### config.mk
export PLATFORM = sky130hd
export DESIGN_NAME = score_keeper
export DESIGN_NICKNAME = d
export VERILOG_FILES = /design/src/rtl/score_keeper_pkg.sv /design/src/rtl/score_keeper_table.sv /design/src/rtl/score_keeper.sv
export SDC_FILE = /design/constraint.sdc
export NUM_CORES = 1
export LEC_CHECK = 0
export BUFFER_PORTS_ARGS = -buffer_cell sky130_fd_sc_hd__buf_2
export CAP_MARGIN = 20
export CORE_MARGIN = 2
export CORE_UTILIZATION = 35
export DETAILED_ROUTE_END_ITERATION = 7
export GPL_TIMING_DRIVEN = 0
export PLACE_DENSITY = 0.63
export SYNTH_ARGS = -nofsm -noshare
export SYNTH_HDL_FRONTEND = slang
export SYNTH_HIERARCHICAL = 1
export SYNTH_SLANG_ARGS = --single-unit
### constraint.sdc
create_clock -name clk -period 4.19 [get_ports clk]
set_clock_uncertainty 0.1 [all_clocks]
set_input_delay 0.2095 -clock clk [delete_from_list [all_inputs] [get_ports clk]]
set_output_delay 0.2095 -clock clk [all_outputs]
set_load 0.03 [all_outputs]
### src/rtl/score_keeper_pkg.sv
// Shared constants and FSM state encoding for the score keeper.
package score_keeper_pkg;

    localparam int SCORE_W     = 7;
    localparam int ID_W        = 3;
    localparam int NUM_PLAYERS = 1 << ID_W;

    typedef enum logic [1:0] {
        S_IDLE    = 2'd0,
        S_LOOKUP  = 2'd1,
        S_UPDATE  = 2'd2,
        S_RESPOND = 2'd3
    } state_t;

endpackage

### src/rtl/score_keeper_table.sv
// Personal-best register file: registered read address, one write port,
// synchronous clear of every entry.
module score_table
    import score_keeper_pkg::*;
(
    input  logic               clk,
    input  logic               rst,
    input  logic               clr,
    input  logic [ID_W-1:0]    raddr,
    output logic [SCORE_W-1:0] rdata,
    input  logic               we,
    input  logic [ID_W-1:0]    waddr,
    input  logic [SCORE_W-1:0] wdata
);

    logic [NUM_PLAYERS-1:0][SCORE_W-1:0] mem_q, mem_d;
    logic [ID_W-1:0]                     raddr_q, raddr_d;

    // Next contents: clear wins over write (the two never coincide in use).
    always_comb begin
        mem_d   = mem_q;
        raddr_d = raddr;
        if (clr) begin
            mem_d = '0;
        end else if (we) begin
            mem_d[waddr] = wdata;
        end else begin
            mem_d = mem_q;
        end
    end

    // Storage and read-address registers.
    always_ff @(posedge clk or posedge rst) begin
        if (rst) begin
            mem_q   <= '0;
            raddr_q <= '0;
        end else begin
            mem_q   <= mem_d;
            raddr_q <= raddr_d;
        end
    end

    assign rdata = mem_q[raddr_q];

endmodule

### src/rtl/score_keeper.sv
// Score-check responder: looks up personal and global bests, updates the
// records and reports personal/global wins with a one-cycle valid pulse.
module score_keeper
    import score_keeper_pkg::*;
(
    input  logic               clk,
    input  logic               rst,
    input  logic               score_req,
    input  logic [SCORE_W-1:0] score_in,
    input  logic [ID_W-1:0]    intPlayID_in,
    input  logic               isGuest_in,
    input  logic               table_clr,
    output logic               valid,
    output logic               personalwin,
    output logic               globalwin,
    output logic               busy,
    output logic [SCORE_W-1:0] global_high,
    output logic [ID_W-1:0]    global_holder,
    output logic               global_guest
);

    state_t             state_q, state_d;
    logic [SCORE_W-1:0] score_q, score_d;
    logic [ID_W-1:0]    id_q, id_d;
    logic               guest_q, guest_d;
    logic [SCORE_W-1:0] pbest_q, pbest_d;
    logic [SCORE_W-1:0] gbest_q, gbest_d;
    logic               pwin_q, pwin_d;
    logic               gwin_q, gwin_d;
    logic               valid_q, valid_d;
    logic               busy_q, busy_d;
    logic [SCORE_W-1:0] ghigh_q, ghigh_d;
    logic [ID_W-1:0]    gholder_q, gholder_d;
    logic               gguest_q, gguest_d;

    logic               tbl_clr_s, tbl_we_s;
    logic [ID_W-1:0]    tbl_raddr_s;
    logic [SCORE_W-1:0] tbl_rdata_s;
    logic               pw_s, gw_s;

    // While idle the table address follows the incoming ID so the entry is
    // readable in LOOKUP; afterwards it holds the latched ID.
    assign tbl_raddr_s = (state_q == S_IDLE) ? intPlayID_in : id_q;

    score_table u_table (
        .clk   (clk),
        .rst   (rst),
        .clr   (tbl_clr_s),
        .raddr (tbl_raddr_s),
        .rdata (tbl_rdata_s),
        .we    (tbl_we_s),
        .waddr (id_q),
        .wdata (score_q)
    );

    // FSM next-state, request latching, compare and record-update logic.
    always_comb begin
        state_d   = state_q;
        score_d   = score_q;
        id_d      = id_q;
        guest_d   = guest_q;
        pbest_d   = pbest_q;
        gbest_d   = gbest_q;
        pwin_d    = pwin_q;
        gwin_d    = gwin_q;
        ghigh_d   = ghigh_q;
        gholder_d = gholder_q;
        gguest_d  = gguest_q;
        tbl_clr_s = 1'b0;
        tbl_we_s  = 1'b0;
        // Strict unsigned compares: ties and score 0 never win; guests never
        // earn a personal win.
        pw_s = !guest_q && (score_q > pbest_q);
        gw_s = (score_q > gbest_q);

        case (state_q)
            S_IDLE: begin
                if (score_req) begin
                    score_d = score_in;
                    id_d    = intPlayID_in;
                    guest_d = isGuest_in;
                    pwin_d  = 1'b0;
                    gwin_d  = 1'b0;
                    state_d = S_LOOKUP;
                end else if (table_clr) begin
                    tbl_clr_s = 1'b1;
                    ghigh_d   = '0;
                    gholder_d = '0;
                    gguest_d  = 1'b0;
                end else begin
                    state_d = S_IDLE;
                end
            end
            S_LOOKUP: begin
                pbest_d = tbl_rdata_s;
                gbest_d = ghigh_q;
                state_d = S_UPDATE;
            end
            S_UPDATE: begin
                tbl_we_s = pw_s;
                if (gw_s) begin
                    ghigh_d   = score_q;
                    gholder_d = id_q;
                    gguest_d  = guest_q;
                end else begin
                    ghigh_d = ghigh_q;
                end
                pwin_d  = pw_s;
                gwin_d  = gw_s;
                state_d = S_RESPOND;
            end
            S_RESPOND: begin
                state_d = S_IDLE;
            end
            default: begin
                state_d = S_IDLE;
            end
        endcase

        valid_d = (state_d == S_RESPOND);
        busy_d  = (state_d != S_IDLE);
    end

    // State, latched request, lookup results and registered outputs.
    always_ff @(posedge clk or posedge rst) begin
        if (rst) begin
            state_q   <= S_IDLE;
            score_q   <= '0;
            id_q      <= '0;
            guest_q   <= 1'b0;
            pbest_q   <= '0;
            gbest_q   <= '0;
            pwin_q    <= 1'b0;
            gwin_q    <= 1'b0;
            valid_q   <= 1'b0;
            busy_q    <= 1'b0;
            ghigh_q   <= '0;
            gholder_q <= '0;
            gguest_q  <= 1'b0;
        end else begin
            state_q   <= state_d;
            score_q   <= score_d;
            id_q      <= id_d;
            guest_q   <= guest_d;
            pbest_q   <= pbest_d;
            gbest_q   <= gbest_d;
            pwin_q    <= pwin_d;
            gwin_q    <= gwin_d;
            valid_q   <= valid_d;
            busy_q    <= busy_d;
            ghigh_q   <= ghigh_d;
            gholder_q <= gholder_d;
            gguest_q  <= gguest_d;
        end
    end

    assign valid         = valid_q;
    assign personalwin   = pwin_q;
    assign globalwin     = gwin_q;
    assign busy          = busy_q;
    assign global_high   = ghigh_q;
    assign global_holder = gholder_q;
    assign global_guest  = gguest_q;

endmodule

-- Word-level counts from Yosys, hierarchy flattened
Index checks and enable logic that the tools add are counted.
- register bits after elaboration: 101
- bits of input ports: 15
- logic and storage cells: 75
- order comparisons: 5
- equal/unequal tests: 8
- mux-type cells: 30
- reduce and logical (&&, ||, !) cells: 10
- operators by type and width (cell ; number):
    $mux W56 ; 2
    $bwmux W56 ; 1
    $mux W7 ; 5
    $bmux W7 S3 ; 1
    $demux W7 S3 ; 1
    $gt A7 B7 Y1 ; 2
    $pmux W7 S2 ; 1
    $mux W3 ; 4
    $lt A3 B4 Y1 const B ; 2
    $mux W1 ; 8
    $ne A2 B2 Y1 const B ; 4
    $pmux W2 S4 ; 1
    $eq A2 B2 Y1 const B ; 3
    $pmux W1 S2 ; 3
    $pmux W3 S2 ; 1
    $reduce_bool A2 Y1 ; 3
    $mux W2 ; 2
    $reduce_and A2 Y1 ; 2
    $reduce_and A4 Y1 ; 1
    $ge A3 B1 Y1 const B ; 1
    $eq A2 B1 Y1 const B ; 1
    $logic_and A1 B1 Y1 ; 2
    $logic_not A2 Y1 ; 1
    $logic_not A1 Y1 ; 1

-- Depth between registers and ports, before layout
Gate-level depths: netlist of run 1.
- depth in word-level cells: 7
- depth in mapped cells: 11
- mapped depth without buffers: 10

-- Hierarchy
The synthesis of run 1 kept the hierarchy.
- by module, submodules not included (module ; instances ; cells an instance ; area each (um2) ; seq. area each (um2)):
    score_table ; 1 ; 234 ; 2896.5 ; 1476.4
    score_keeper ; 1 ; 189 ; 2089.5 ; 1051.0

-- Least setup slack after synthesis of run 1
OpenSTA, ideal clock, no wires.
- kind: register to register
- start point: reg score_q[1]
- end point: reg u_table/mem_q[12] (netlist bit)
- data arrival time: 2.483 ns
- data required time: 3.958 ns
- setup slack: 1.476 ns
- cell stages (with the launch flop): 10
- path buffers: 1
- period minus slack after synthesis: 2.714 ns
- cell sequence: dfrtp_1 -> ha_1 -> a21o_1 -> a21oi_1 -> o211a_1 -> nor4_1 -> nor4bb_1 -> buf_2 -> mux2i_1 -> nor2_1
- longest elaborated chain between the ends: 4
- RTL lines (item ; RTL line ; source):
    from (decl) ; score_keeper.sv:23 ; logic [SCORE_W-1:0] score_q, score_d;
    from (signal assigned) ; score_keeper.sv:142 ; score_q <= score_d;
    $gt A7 B7 Y1 ; score_keeper.sv:73 ; pw_s = !guest_q && (score_q > pbest_q);
    $logic_and A1 B1 Y1 ; score_keeper.sv:73 ;
    $mux W1 ; score_keeper.sv:76 ; case (state_q)
    $reduce_bool A2 Y1 (no source line) ; - ;
    to (signal assigned) ; score_keeper_table.sv:38 ; mem_q <= mem_d;
    to (decl) ; score_keeper_table.sv:16 ; logic [NUM_PLAYERS-1:0][SCORE_W-1:0] mem_q, mem_d;
Every way passes these cells.
A chain may end at the register's enable or synchronous reset.

-- Worst setup path in the final report of run 1
Same ends and word-level chain as after synthesis.

==> results of run 1 <==
==> final cells by class <==
| type | count | area share, % |
|---|---|---|
| Buffer | 33 | 3.090 |
| Clock inverter | 5 | 0.6310 |
| Timing Repair Buffer | 40 | 4.526 |
| Clock buffer | 11 | 4.221 |
| Tap cell | 180 | 3.916 |
| Multi-Input combinational cell | 270 | 38.42 |
| Inverter | 19 | 1.240 |
| Sequential cell | 101 | 43.95 |
==> synth_stat cells (2+ instances only) <==
cell type  number  area (sq um)
inv_1          19         71.32
mux2_2         23         259.0
buf_6           3         33.78
buf_2           9         45.04
o211ai_1        4         30.03
clkbuf_1       18         67.56
mux2i_1        49         490.5
a21oi_1        16         80.08
nor2_1         53         198.9
mux4_1         14         367.9
nor4bb_1        3         30.03
nand4_1         5         31.28
a21o_1          2         15.01
or2_2           2         12.51
nand3_1        10         50.05
nor2_4          2         22.52
nand2_1        34         127.6
dfrtp_1       101          2527
o21ai_0        14         70.07
ha_1           18         225.2
nand4b_1        3         26.28
a32o_1          7         70.07
==> power breakdown <==
part	internal (mW)	total [mW]	switching (mW)
logic	0.748	1.70	0.956
registers	1.30	1.56	0.262
clock network	0.419	0.788	0.369
total	2.47	4.05	1.59
==> routing by layer <==
layer	track usage, %	share of wire [%]	vias to the layer above
li1	-	-	1596
met1	19.73	43	1702
met2	27.16	51	68
met3	3.137	4.0	15
met4	6.889	1.8	0
met5	0	0	-
==> critical path, cell delays in order (launching register included) <==
cell	delay (ns)
dfrtp_1	0.46
ha_1	0.34
a21o_1	0.12
a21oi_1	0.06
o211a_1	0.26
nor4_1	0.23
buf_2	0.23
nor4bb_1	0.31
buf_2	0.30
mux2i_1	0.22
nor2_1	0.05
==> through the flow <==
| step | area, sq um | cells | power, mW |
|---|---|---|---|
| floorplan | 4986 | 423 | 2.792 |
| global placement | 5356 | 632 | 3.195 |
| detailed placement | 5376 | 633 | 3.273 |
| CTS | 5746 | 658 | 4.089 |
| global route | 5751 | 659 | 4.347 |
| finish | 5751 | 659 | 4.054 |
==> sequential cells by signal, indices dropped and copies added, names as in the netlist <==
signal	flops
gbest_q	7
score_q	7
global_holder	3
u_table/mem_q	56
global_high	7
pbest_q	7
guest_q	1
state_q	2
busy	1
globalwin	1
global_guest	1
personalwin	1
u_table/raddr_q	3
id_q	3
valid	1
==> how the worst max path moves through the flow <==
stage	startpoint	end	slack, ns
2_1_floorplan	score_q[1]	u_table/mem_q[12]	1.48
3_3_place_gp	score_q[1]	u_table/mem_q[11]	0.95
3_5_place_dp	score_q[1]	u_table/mem_q[18]	0.91
4_1_cts	score_q[1]	u_table/mem_q[12]	0.87
5_1_grt	score_q[1]	u_table/mem_q[31]	1.24
6_report	score_q[1]	u_table/mem_q[12]	1.36
==> cells by family after synthesis <==
kind of cell | after synthesis | share of synthesized area (%)
flops | 101 | 50.69
compound gates | 47 | 6.198
mux | 86 | 22.41
simple gates | 119 | 11.19
fa+ha+maj | 18 | 4.517
buf+inv | 52 | 4.994
==> run_results.csv, run 1 <==
group,metric,value,unit
run_status,status,"finished clean",
clock_network,tritoncts,"yes",
synth,synth_edf_count,0,
die,core_region_area,0.01388,sq mm
routing,viasPerCell,5.131,
critical_path,reg2reg_slack,1.36,ns
final_layout,fillers,1305,
final_layout,fin_util,41.43,%
final_layout,regArea,0.002527,sq mm
sta,timing.setup.tns,0,ns
critical_path,critPathKind,"register to register",
power_and_ir_drop,ir_worst_vdd,0.2567,mV
critical_path,critPathArrivalTime,2.95,ns
placement,pre_cts_slack,0.9096,ns
critical_path,critPathLaunchType,"register",
sta,whs,0.003533,ns
final_layout,layout_common_cells,"dfrtp_1, nor2_1, mux2i_1, buf_2, nand2_1",
clock_network,htreeDepth,3,
synth,synth_nets,456,
die,num_rows,43,
job,maxCapViolCount,0,
placement,port_buffers,29,
synth,ys_types,36,
sta,period_minus_slack,2.832,ns
sta,rsz0062_at_grt,"no",
sta,finalWorstSetupSlack,1.358,ns
sta,tightest_slew,0.8864,ns
power_and_ir_drop,power.density,704.9,mW/mm^2
synth,syn_area,0.004986,sq mm
routing,drt.antenna.violating_nets,0,
global_routing,grt_max_degree,43,
placement,globalplace.congestion,0.8203,
sta,drv_slew,0,
hold_path,hp-class,"input pin to register",
final_layout,drive_gt1_share,19.21,%
synth,yosysWarnings,6,
critical_path,reg2reg_depth,10,
sta,finalSetupViolCount,0,
clock_network,cts_setup_buffers,0,
synth,synth_seq_cells,101,
sta,clock.fmax,353.1,MHz
hold_path,holdPathStages,2,
routing,vias,3381,
global_routing,track_usage,15.98,%
critical_path,crit_fanout,9,
critical_path,reg2reg_from,"score_q[1]",
routing,drc,0,
clock_network,numCtsBuffers,9,
die,initial_utilization,35.92,%
hold_path,worstHoldStart,"score_in[3]",
final_layout,num_antenna_cells,0,
critical_path,critPathRequiredTime,4.30,ns
global_routing,grt_antenna_before_repair,0,
hold_path,whs_endpoint,"score_q[3]",
sta,slew_headroom,40.82,%
routing,first_pass_iters,4,
clock_network,ctsHoldBuffers,9,
clock_network,clock-root-buffer,"clkbuf_16",
routing,drtIter0Drc,192,
die,die_x,123.4,um
clock_network,cts_sinks,101,
critical_path,critPathCaptureType,"register",
sta,fin_crit_sh,67.58,%
global_routing,grt_remaining_overflow,0,
routing,drt_wl_total,11060,um
die,die_h,123.4,um
synth,async_flop_share,100.0,%
synth,seq_area_frac_synth,50.69,%
clock_network,clk_path_buf_depth,2,
synth,syn_inst,423,
clock_network,clk_pin_slew_worst_paths,0.07,ns
die,io_pins,30,
placement,hpwl,7819,um
clock_network,cts_resized,0,
global_routing,grt_pass1_wl,18520,um
final_layout,multiInputGateArea,0.002210,sq mm
final_layout,area_delta_synth_final,15.33,%
sta,finalHoldViolCount,0,
global_routing,grt_pass1_vias,3556,
power_and_ir_drop,p_leak,2.798,nW
die,die-area,0.01522,sq mm
routing,wl_per_cell,16.79,um
clock_network,clock_latency,0.36,ns
final_layout,nets,507,
synth,ys.flop_type,"dfrtp_1",
final_layout,final_common_cell,"dfrtp_1",
critical_path,r2r_end,"u_table/mem_q[12]",
synth,syn_area_per_cell,11.79,sq um
No activity file was read; power rests on OpenSTA's default activity.
==> run 2, diff against run 1 <==
==> constraint.sdc (replaced) <==
create_clock -name clk -period 2.8 [get_ports clk]
set_clock_uncertainty 0.1 [all_clocks]
set_input_delay 0.14 -clock clk [delete_from_list [all_inputs] [get_ports clk]]
set_output_delay 0.14 -clock clk [all_outputs]
set_load 0.03 [all_outputs]
==> run_results.csv, run 2 (synthesized netlist as in run 1, its figures left out) <==
group,metric,value,unit
run_status,status,"finished clean",
critical_path,crit_fanout,7,
final_layout,layout_common_cells,"dfrtp_1, nor2_1, mux2i_1, buf_2, nand2_1",
global_routing,grt_max_degree,43,
power_and_ir_drop,ir_worst_vdd,0.3876,mV
global_routing,grt_antenna_before_repair,0,
final_layout,drive_gt1_share,20.87,%
power_and_ir_drop,p_int,3.743,mW
routing,drt.antenna.violating_nets,0,
power_and_ir_drop,power.density,1052,mW/mm^2
global_routing,grt_pass1_vias,3575,
sta,drv_slew,0,
sta,finalSetupViolCount,0,
global_routing,grt_pass1_wl,18680,um
critical_path,critPathLaunchType,"register",
clock_network,clk_pin_slew_worst_paths,0.07,ns
die,io_pins,30,
critical_path,reg2reg_from,"score_q[1]",
die,die_x,123.4,um
global_routing,track_usage,16.12,%
placement,globalplace.congestion,0.8203,
critical_path,reg2reg_slack,0.11,ns
hold_path,whs_endpoint,"state_q[0]",
final_layout,area_delta_synth_final,17.37,%
power_and_ir_drop,p_sw_share,39.20,%
critical_path,reg2reg_depth,10,
sta,finalHoldViolCount,0,
clock_network,clock_latency,0.35,ns
sta,clock.fmax,371.3,MHz
hold_path,worstHoldStart,"table_clr",
die,die-area,0.01522,sq mm
sta,slew_headroom,40.60,%
sta,fin_crit_sh,96.19,%
final_layout,largest-register,"u_table/mem_q",
sta,timing.setup.tns,0,ns
power_and_ir_drop,p_seq_share,38.3,%
clock_network,clock-root-buffer,"clkbuf_16",
routing,first_pass_iters,4,
routing,drc,0,
sta,period_minus_slack,2.693,ns
power_and_ir_drop,p_switching,2.414,mW
power_and_ir_drop,p_leak,2.822,nW
global_routing,grt_remaining_overflow,0,
clock_network,htreeDepth,3,
clock_network,tritoncts,"yes",
power_and_ir_drop,p_comb_share,42.6,%
routing,drtIter0Drc,202,
sta,finalWorstSetupSlack,0.1066,ns
sta,tightest_slew,0.8896,ns
critical_path,r2r_end,"u_table/mem_q[12]",
final_layout,nets,512,
final_layout,fin_util,42.16,%
hold_path,hp-class,"input pin to register",
clock_network,numCtsBuffers,9,
die,die_h,123.4,um
final_layout,stdcell_area,0.005852,sq mm
power_and_ir_drop,clkPwrFrac,19.1,%
placement,place_area,0.005376,sq mm
routing,viasPerCell,5.137,
final_layout,num_antenna_cells,0,
critical_path,critPathKind,"register to register",
die,initial_utilization,35.92,%
placement,hpwl,7819,um
critical_path,critPathRequiredTime,2.91,ns
die,num_rows,43,
routing,vias,3411,
hold_path,holdPathStages,3,
routing,drt_wl_total,11160,um
final_layout,largest_reg_flops,56,
critical_path,critPathCaptureType,"register",
job,maxCapViolCount,0,
die,core_region_area,0.01388,sq mm
power_and_ir_drop,finalPower,6.156,mW
critical_path,critPathArrivalTime,2.81,ns
clock_network,clk_path_buf_depth,2,
clock_network,cts_sinks,101,
routing,wl_per_cell,16.81,um
placement,port_buffers,29,
placement,pre_cts_slack,-0.4804,ns
final_layout,final_common_cell,"dfrtp_1",
==> run 2: cell type report <==
class,instances,area [sq um]
buffer,33,187.7
clock inverter,5,36.28
timing repair buffer,45,309.0
clock buffer,11,242.7
sequential,101,2530
multi-input combinational,270,2250
inverter,19,71.32
tap,180,225.2
fill,1293,8029
==> run 2: worst max path at each step <==
stage | from | endpoint | slack, ns | cells after the start
floorplan | score_q[1] | u_table/mem_q[12] | 0.09 | 9
detailed placement | score_q[1] | u_table/mem_q[18] | -0.48 | 9
CTS | score_q[1] | u_table/mem_q[18] | 0.006 | 10
finish | score_q[1] | u_table/mem_q[12] | 0.11 | 10
global placement | score_q[1] | u_table/mem_q[11] | -0.44 | 9
global route | score_q[0] | u_table/mem_q[12] | -0.02 | 12
==> run 2: power by group through the flow <==
stage | logic, mW | clock network (mW) | registers, mW
after global placement | 2.45 | 0 | 2.33
final | 2.62 | 1.18 | 2.36
after floorplan | 1.83 | 0 | 2.35
after CTS | 2.61 | 1.21 | 2.34
after detailed placement | 2.54 | 0 | 2.36
after global routing | 2.90 | 1.27 | 2.43
==> run 2: through the flow <==
step,instances,hold WS (ns)
2_1_floorplan,423,0.1905
3_3_place_gp,632,0.2730
3_5_place_dp,633,0.1692
4_1_cts,662,0.05030
5_1_grt,664,0.09824
6_report,664,0.05358
==> run 2: routing by layer <==
layer	wire length, um	up-vias	GRT usage (%)
met5	0	-	0
met4	165	0	6.960
met3	359	11	3.229
met2	5688	62	27.20
met1	4946	1736	20.01
li1	-	1602	-
==> run 2: repair_timing <==
action / 4_1_cts / 5_1_grt
resized for setup: 4 / 11
gates cloned: 0 / 1
hold buffers: 12 / 0
pin swaps: 1 / 1
hold endpoints to repair: 83 / 0
setup endpoints to repair: 56 / 35
buffers inserted: 1 / 1
==> run 2: critical path, cell delays in order (launching register included) <==
cell and delay [ns]:
dfrtp_2 0.46, ha_1 0.32, a21o_1 0.12, a21oi_1 0.06, o211a_1 0.28, nor4_4 0.26
buf_6 0.16, nor4bb_2 0.29, buf_4 0.24, mux2i_1 0.21, nor2_1 0.05
